[src/rtl/float8_pkg.sv]
// float8_pkg: shared float8 widths, exponent bias, normalizer states and packed result constants.
package float8_pkg;
  localparam int EXP_W = 3;
  localparam int FRAC_W = 4;
  localparam int BIAS = 3;
  typedef enum logic [1:0] {IDLE, SHIFT, DONE} state_t;
  localparam logic [EXP_W+FRAC_W-1:0] SAT_MAG = '1;
  localparam logic [EXP_W+FRAC_W:0] ZERO_NUM = '0;
endpackage

[src/rtl/norm_step.sv]
// norm_step: one combinational normalization step; FLOAT_NORMALIZER_ROUND_EN selects half-up rounding on right shifts.
module norm_step import float8_pkg::*; #(
  parameter int EXP_W = float8_pkg::EXP_W,
  parameter int FRAC_W = float8_pkg::FRAC_W
) (
  input  logic [FRAC_W+1:0] frac,
  input  logic [EXP_W-1:0]  expo,
  output logic [FRAC_W+1:0] nfrac,
  output logic [EXP_W-1:0]  nexpo,
  output logic              done,
  output logic              ovf,
  output logic              unf
);
  localparam logic [EXP_W-1:0] EMAX = '1;
  logic [FRAC_W+1:0] rsum;
  logic [FRAC_W+1:0] rnd;
  logic              carry;
`ifdef FLOAT_NORMALIZER_ROUND_EN
  assign rsum = {1'b0, frac[FRAC_W+1:1]} + (FRAC_W+2)'(frac[0]);
`else
  assign rsum = {1'b0, frac[FRAC_W+1:1]};
`endif
  // a rounding carry renormalizes to 01.0000 and bumps the exponent once more
  assign carry = rsum[FRAC_W+1];
  assign rnd   = carry ? {2'b01, {FRAC_W{1'b0}}} : rsum;
  assign done  = frac[FRAC_W+1:FRAC_W] == 2'b01;
  assign ovf   = frac[FRAC_W+1] && (expo == EMAX || (carry && expo == EMAX - EXP_W'(1)));
  assign unf   = frac[FRAC_W+1:FRAC_W] == 2'b00 && expo == '0;
  assign nfrac = frac[FRAC_W+1] ? rnd : frac << 1;
  assign nexpo = frac[FRAC_W+1] ? expo + EXP_W'(1) + EXP_W'(carry) : expo - EXP_W'(1);
endmodule

[src/rtl/float_normalizer.sv]
// float_normalizer: iterative post-add normalizer with ready/valid handshakes; FLOAT_NORMALIZER_ROUND_EN enables right-shift rounding.
module float_normalizer import float8_pkg::*; #(
  parameter int EXP_W = float8_pkg::EXP_W,
  parameter int FRAC_W = float8_pkg::FRAC_W
) (
  input  logic                    clk,
  input  logic                    reset,
  input  logic                    in_valid,
  output logic                    in_ready,
  input  logic                    in_sign,
  input  logic [EXP_W-1:0]        in_expo,
  input  logic [FRAC_W+1:0]       in_frac,
  output logic                    out_valid,
  input  logic                    out_ready,
  output logic [EXP_W+FRAC_W:0]   out_number,
  output logic                    out_overflow,
  output logic                    out_underflow
);
  state_t                 state, state_n;
  logic                   sign_r;
  logic [EXP_W-1:0]       expo_r, nexpo;
  logic [FRAC_W+1:0]      frac_r, nfrac;
  logic [EXP_W+FRAC_W:0]  res;
  logic                   ovf_r, unf_r, done, ovf, unf;
  norm_step #(.EXP_W(EXP_W), .FRAC_W(FRAC_W)) u_step (
    .frac(frac_r), .expo(expo_r), .nfrac(nfrac), .nexpo(nexpo), .done(done), .ovf(ovf), .unf(unf)
  );
  always_comb begin
    state_n = state == IDLE  ? (in_valid ? (in_frac == '0 ? DONE : SHIFT) : IDLE)
            : state == SHIFT ? (done || ovf || unf ? DONE : SHIFT)
            : (out_valid && out_ready ? IDLE : DONE);
  end
  // out_valid lags DONE entry by one cycle so the result sits in a register stage
  always_ff @(posedge clk) begin
    if (reset) begin
      state     <= IDLE;
      out_valid <= 1'b0;
      res       <= '0;
      ovf_r     <= 1'b0;
      unf_r     <= 1'b0;
    end else begin
      state     <= state_n;
      out_valid <= state == DONE && !(out_valid && out_ready);
      if (state == IDLE && in_valid) begin
        sign_r <= in_sign;
        expo_r <= in_expo;
        frac_r <= in_frac;
        res    <= '0;
        ovf_r  <= 1'b0;
        unf_r  <= 1'b0;
      end else if (state == SHIFT) begin
        if (ovf) begin
          res   <= {sign_r, {(EXP_W+FRAC_W){1'b1}}};
          ovf_r <= 1'b1;
        end else if (unf) begin
          res   <= '0;
          unf_r <= 1'b1;
        end else if (done) begin
          res <= {sign_r, expo_r, frac_r[FRAC_W-1:0]};
        end else begin
          frac_r <= nfrac;
          expo_r <= nexpo;
        end
      end
    end
  end
  assign in_ready      = state == IDLE;
  assign out_number    = out_valid ? res : '0;
  assign out_overflow  = out_valid && ovf_r;
  assign out_underflow = out_valid && unf_r;
endmodule
[config.mk]
export PLATFORM = sky130hd
export DESIGN_NAME = float_normalizer
export DESIGN_NICKNAME = d
export VERILOG_FILES = /design/src/rtl/float8_pkg.sv /design/src/rtl/norm_step.sv /design/src/rtl/float_normalizer.sv
export SDC_FILE = /design/constraint.sdc
export NUM_CORES = 1
export LEC_CHECK = 0
export ABC_AREA = 0
export CORE_ASPECT_RATIO = 1.4
export CORE_UTILIZATION = 45
export DETAILED_ROUTE_END_ITERATION = 8
export MAX_ROUTING_LAYER = met4
export PLACE_DENSITY = 0.78
export SLEW_MARGIN = 5
export SYNTH_ARGS = -nofsm -noshare
export SYNTH_HDL_FRONTEND = slang
export SYNTH_HIERARCHICAL = 1
export SYNTH_SLANG_ARGS = --single-unit
[constraint.sdc]
create_clock -name clk -period 5.8 [get_ports clk]
set_clock_uncertainty 0.2 [all_clocks]
set_input_delay 1.74 -clock clk [delete_from_list [all_inputs] [get_ports clk]]
set_output_delay 1.74 -clock clk [all_outputs]
set_load 0.05 [all_outputs]
[Yosys cells after proc, flatten, opt, wreduce, memory -nomap -nowiden]
Cells that the tools add are included.
Cells by class
  add/subtract/negate cells: 2
  bitwise logic cells: 2
  reduce and logical (&&, ||, !) cells: 22
  mux-type cells: 22
  equality and inequality tests: 7
Operator list (count)
  2-to-1 mux 6 bit: 6
  2-to-1 mux 8 bit: 4
  2-to-1 mux 3 bit: 6
  2-to-1 mux 2 bit: 6
  logical AND 1 bit: 7
  logical NOT 6 bit: 1
  inequality test 2 x 1 -> 1 bit, second input constant: 3
  AND reduction 2 bit: 3
  AND reduction 5 bit: 1
  equality test 2 x 1 -> 1 bit, second input constant: 2
  logical NOT 2 bit: 2
  adder 3 x 1 -> 3 bit, second input constant: 1
  equality test 3 bit, second input constant: 1
  logical NOT 3 bit: 1
  AND reduction 3 bit: 1
  nonzero test 3 bit: 1
  subtractor 3 x 1 -> 3 bit, second input constant: 1
  equality test 2 bit, second input constant: 1
  logical OR 1 bit: 2
  inverter 1 bit: 2
  nonzero test 2 bit: 1
  OR reduction 2 bit: 1
  logical NOT 1 bit: 1
Storage, ports and cells
  bits of input ports: 14
  word-level logic and storage cells: 63
  flip-flop bits (word level): 23

[Depth between registers and ports, before layout]
  depth in word-level cells: 7
  depth in mapped cells: 7
  gate-level depth less buffers: 5

[By module]
The synthesis kept the hierarchy.
Modules (own cells, without submodules)
  float_normalizer: times used 1, cells each 99, seq. area each 560.5 um^2, area an instance 1057.3 um^2
  norm_step: times used 1, cells each 17, seq. area each 0.0 um^2, area an instance 136.4 um^2

[Worst setup path after synthesis]
Ideal clock, no wire load.
  kind: flip-flop to output port
  from: register out_valid
  to: output port out_number[0]
  stages on the path, launching flop included: 3
  arrival: 1.323 ns
  required time: 3.860 ns
  path buffers: 1
  setup slack: 2.537 ns
  path through: dfxtp_1 -> clkbuf_1 -> and2_1
On the way
  cells in the longest elaborated chain, start to end: 1
Ends and longest elaborated chain
  start: declaration: RTL line float_normalizer.sv:13  | output logic out_valid,
  start signal: assignment: RTL line float_normalizer.sv:43  | out_valid <= state == DONE && !(out_valid && out_ready);
  2-to-1 mux 8 bit: RTL line float_normalizer.sv:68  | assign out_number = out_valid ? res : '0;
  end: declaration: RTL line float_normalizer.sv:15  | output logic [EXP_W+FRAC_W:0] out_number,
Every way passes these cells.

[Final worst setup path]
  from: register out_valid
  to: output port out_number[4]
The elaborated chain is that of the path after synthesis.

==> impl_results.md <==
- Leakage dissipation: between 0.4 and 0.5 nW
- Vias in the first global route: around 860
- Die Ht: approximately 63 µm
- Fill cell count: 214
- Async set or reset register ratio after synthesis: 0%
- Clock root buffer master: clkbuf_4
- Gr usage total: 18.1%
- DRT Pass-1 Iters: 4
- FP Rows: 21
- First-pass GRT wire length: 3830 µm
- Post-Synthesis Cell Area: 1190 µm²
- CP max FO: 12
- Register area: between 500 and 600 µm²
- DIE AREA: roughly 2900 µm²
- Total chip power: 0.000344 W
- Period minus WS final: between 3 and 4 ns
- Peak Freq: ~0.27 GHz
- Clock tree buffer depth: 2
- CTS tree: yes
- Critical path data arrival time: 1.78 ns
- R2R depth: 6
- Area taken by multi-input logic gates: 579 µm²
- Ys flop type: dfxtp_1
- Resize count post-CTS: 0
- Setup crit end kind: primary output
- PwrDens: 233 nW/µm²
- Worst-path clk slew: 0.12 ns
- Nets@finish: 154
- R2R Setup Slk: between 2 and 3 ns
- Unrepaired setup endpoints after global routing: false
- Clk sink count: 23
- CORE AREA: 2440 µm²
- WL met3: a little over 60 µm
- Worst EP required: between 3 and 4 ns
- Worst setup SP type: flop
- Post-synth EDFFs: 10
- Cell variety after synth: 33
- Initial antenna violation count: 0
- Worst slew margin: 17.4%
- Hpwl dp: 1760 µm
- Die width: 45.5 µm
- Pre-CTS setup slack: 1.90 ns
- Peak supply drop: 0.136 mV
- Hold Buf Count CTS: 0
- Worst Setup Path Type: reg -> out
- Synth warn: 6
- Total CTS buffers: 3
- Port Buf Inserts: 25
- Largest net degree at the start of global routing: 14
- Area grow syn2layout: 23.8%
- Congestion Overflow GR: 0
- Final GP Congestion: 0.746
- Setup slack after layout: about 2.1 ns
- # Post-CTS Setup Buffers: 0
- Yosys top cell area share: between 20 and 30%
- Post-route DRC violation count: 0
- Worst reg2reg endpoint: expo_r[1]$_DFFE_PP_
- Vias per inst: about 5.3
- Worst-Skew Late Latency: 0.30 ns
- Run status: finished clean
- Via count: 904
- Post-DRT Antenna Nets: 0
- Initial DRC Count: 23
- Top Ports: 26
- Fraction of layout cells with a size suffix above 1: 15.2%
- Yosys top cell by area: edfxtp_1
- H-tree Lvls: 1
- Top layer reached by signal wires: met4
- Crit path from: out_valid$_SDFF_PP0_
- Synth area leaders: edfxtp_1 (25%), dfxtp_1 (22%), mux2_2 (11%), a21oi_1 (7.1%), and2_1 (5.8%)
- Final Slew Violations: 0
- Met2 routed WL: 1190 µm
- Final WL: between 2000 and 2500 µm
- Placed cell area: 1450 µm²
- Final worst-path cycle share: 64.1%
- Mapped Nets: approximately 130
- Design area: between 1000 and 1500 µm²
- Setup TNS: 0 ns
- Endpoints failing hold: 0
- Syn avg cell area: ~10 µm²
- Met1 WL: 929 µm
- FF+latch count, synth: 23
- Max-Cap Viols: 0
- # setup viols final: 0
- Sequential area share after synthesis: 47.0%
- Worst setup path end: out_number[4]
- Initial cell density of the core: just under 50%
- Antenna Cells: 0
- Cell count after synthesis: roughly 120
- Tightest Pin Transition: 1.23 ns
- Mean routed wirelength per cell: 12.9 µm
- FF-to-FF Start: frac_r[5]$_DFFE_PP_
- Worst Hold Class: reg -> reg
synthesized netlist by cell type, types with 3 or more instances:
cell type  count
a211oi_1       7
a21oi_1       17
and2_1        11
clkbuf_1       4
dfxtp_1       13
edfxtp_1      10
mux2_2        12
nand2_1        5
nor2_1         5
nor2b_1        3
nor3_1         4
worst max-delay path, stage by stage, from the launching register on:
cell,delay (ns)
dfxtp_1,0.50
and2_1,0.18
clkdlybuf4s50_1,0.79
logic make-up (layout without fill, tap and decap cells):
logic type / count (synthesis) / in the layout / synth area share [%]
compound gates: 28 / 28 / 13.9
fa+ha+maj: 1 / 1 / 1.68
xor+xnor: 2 / 2 / 1.47
mux: 13 / 13 / 12.2
buf+inv: 11 / 33 / 4.51
simple gates: 38 / 38 / 19.3
flops: 23 / 23 / 47.0
power by group:
group / leakage, nW / switching (W) / internal (W)
logic: 0.276 / 0.0000384 / 0.0000392
registers: 0.199 / 0.0000109 / 0.000184
clock network: 0.0150 / 0.0000448 / 0.0000268
sequential cells by signal (all words and copies together), names as in the netlist:
signal and count:
out_valid 1, ovf_r 1, frac_r 6, unf_r 1
expo_r 3, sign_r 1, state 2, res 8
placed cells by master (no fill, tap or decap):
master / netlist / layout
inv_2: 1 / 1
a31oi_1: 1 / 1
dfxtp_1: 13 / 13
edfxtp_1: 10 / 10
buf_4: 1 / 1
or4b_1: 1 / 1
a211oi_1: 7 / 7
and2_1: 11 / 11
fa_1: 1 / 1
nand2_1: 5 / 5
clkbuf_1: 4 / 1
nor3_1: 4 / 4
or4_4: 1 / 1
or3_1: 1 / 1
or2_1: 1 / 1
nor2b_1: 3 / 3
o31ai_1: 1 / 1
a21oi_1: 17 / 17
nand4_1: 1 / 1
o21ai_0: 1 / 1
nor3b_4: 1 / 1
inv_1: 2 / 2
nand2b_1: 2 / 2
nor2_1: 5 / 5
clkdlybuf4s50_1: 0 / 25
mux2_2: 12 / 12
xnor2_1: 2 / 2
mux2i_1: 1 / 1
or4_1: 1 / 1
or2_2: 1 / 1
clkbuf_4: 0 / 3
o21ba_2: 1 / 1
worst min path at each step:
stage | start | endpoint | slack [ns] | cells past startpoint
after global placement | ovf_r$_SDFFE_PP0P_ | ovf_r$_SDFFE_PP0P_ | 0.24 | 2
after CTS | res[7]$_SDFFE_PP0P_ | res[7]$_SDFFE_PP0P_ | 0.28 | 2
after floorplan | ovf_r$_SDFFE_PP0P_ | ovf_r$_SDFFE_PP0P_ | 0.23 | 2
final | res[7]$_SDFFE_PP0P_ | res[7]$_SDFFE_PP0P_ | 0.28 | 2
after detailed placement | ovf_r$_SDFFE_PP0P_ | ovf_r$_SDFFE_PP0P_ | 0.26 | 2
after global routing | res[7]$_SDFFE_PP0P_ | res[7]$_SDFFE_PP0P_ | 0.31 | 2
through the flow:
step	hold WS, ns	util, %	instances
finish	0.280	60.5	172
global route	0.309	60.5	172
CTS	0.281	60.5	172
detailed placement	0.257	59.4	168
global placement	0.244	59.4	168
floorplan	0.229	-	116
final cells by class:
type / count / share of cell area, %
timing repair buffer: 26 / 17.4
inverter: 3 / 0.762
tap: 34 / 2.88
clock buffer: 4 / 1.78
multi-input combinational: 82 / 39.2
sequential: 23 / 37.9
layer usage:
layer	GRT usage, %	vias up
met5	-	-
met4	6.82	0
met3	1.73	4
met2	30.0	24
met1	21.9	417
li1	-	459
Note: power is estimated with default switching activity, not from simulation.
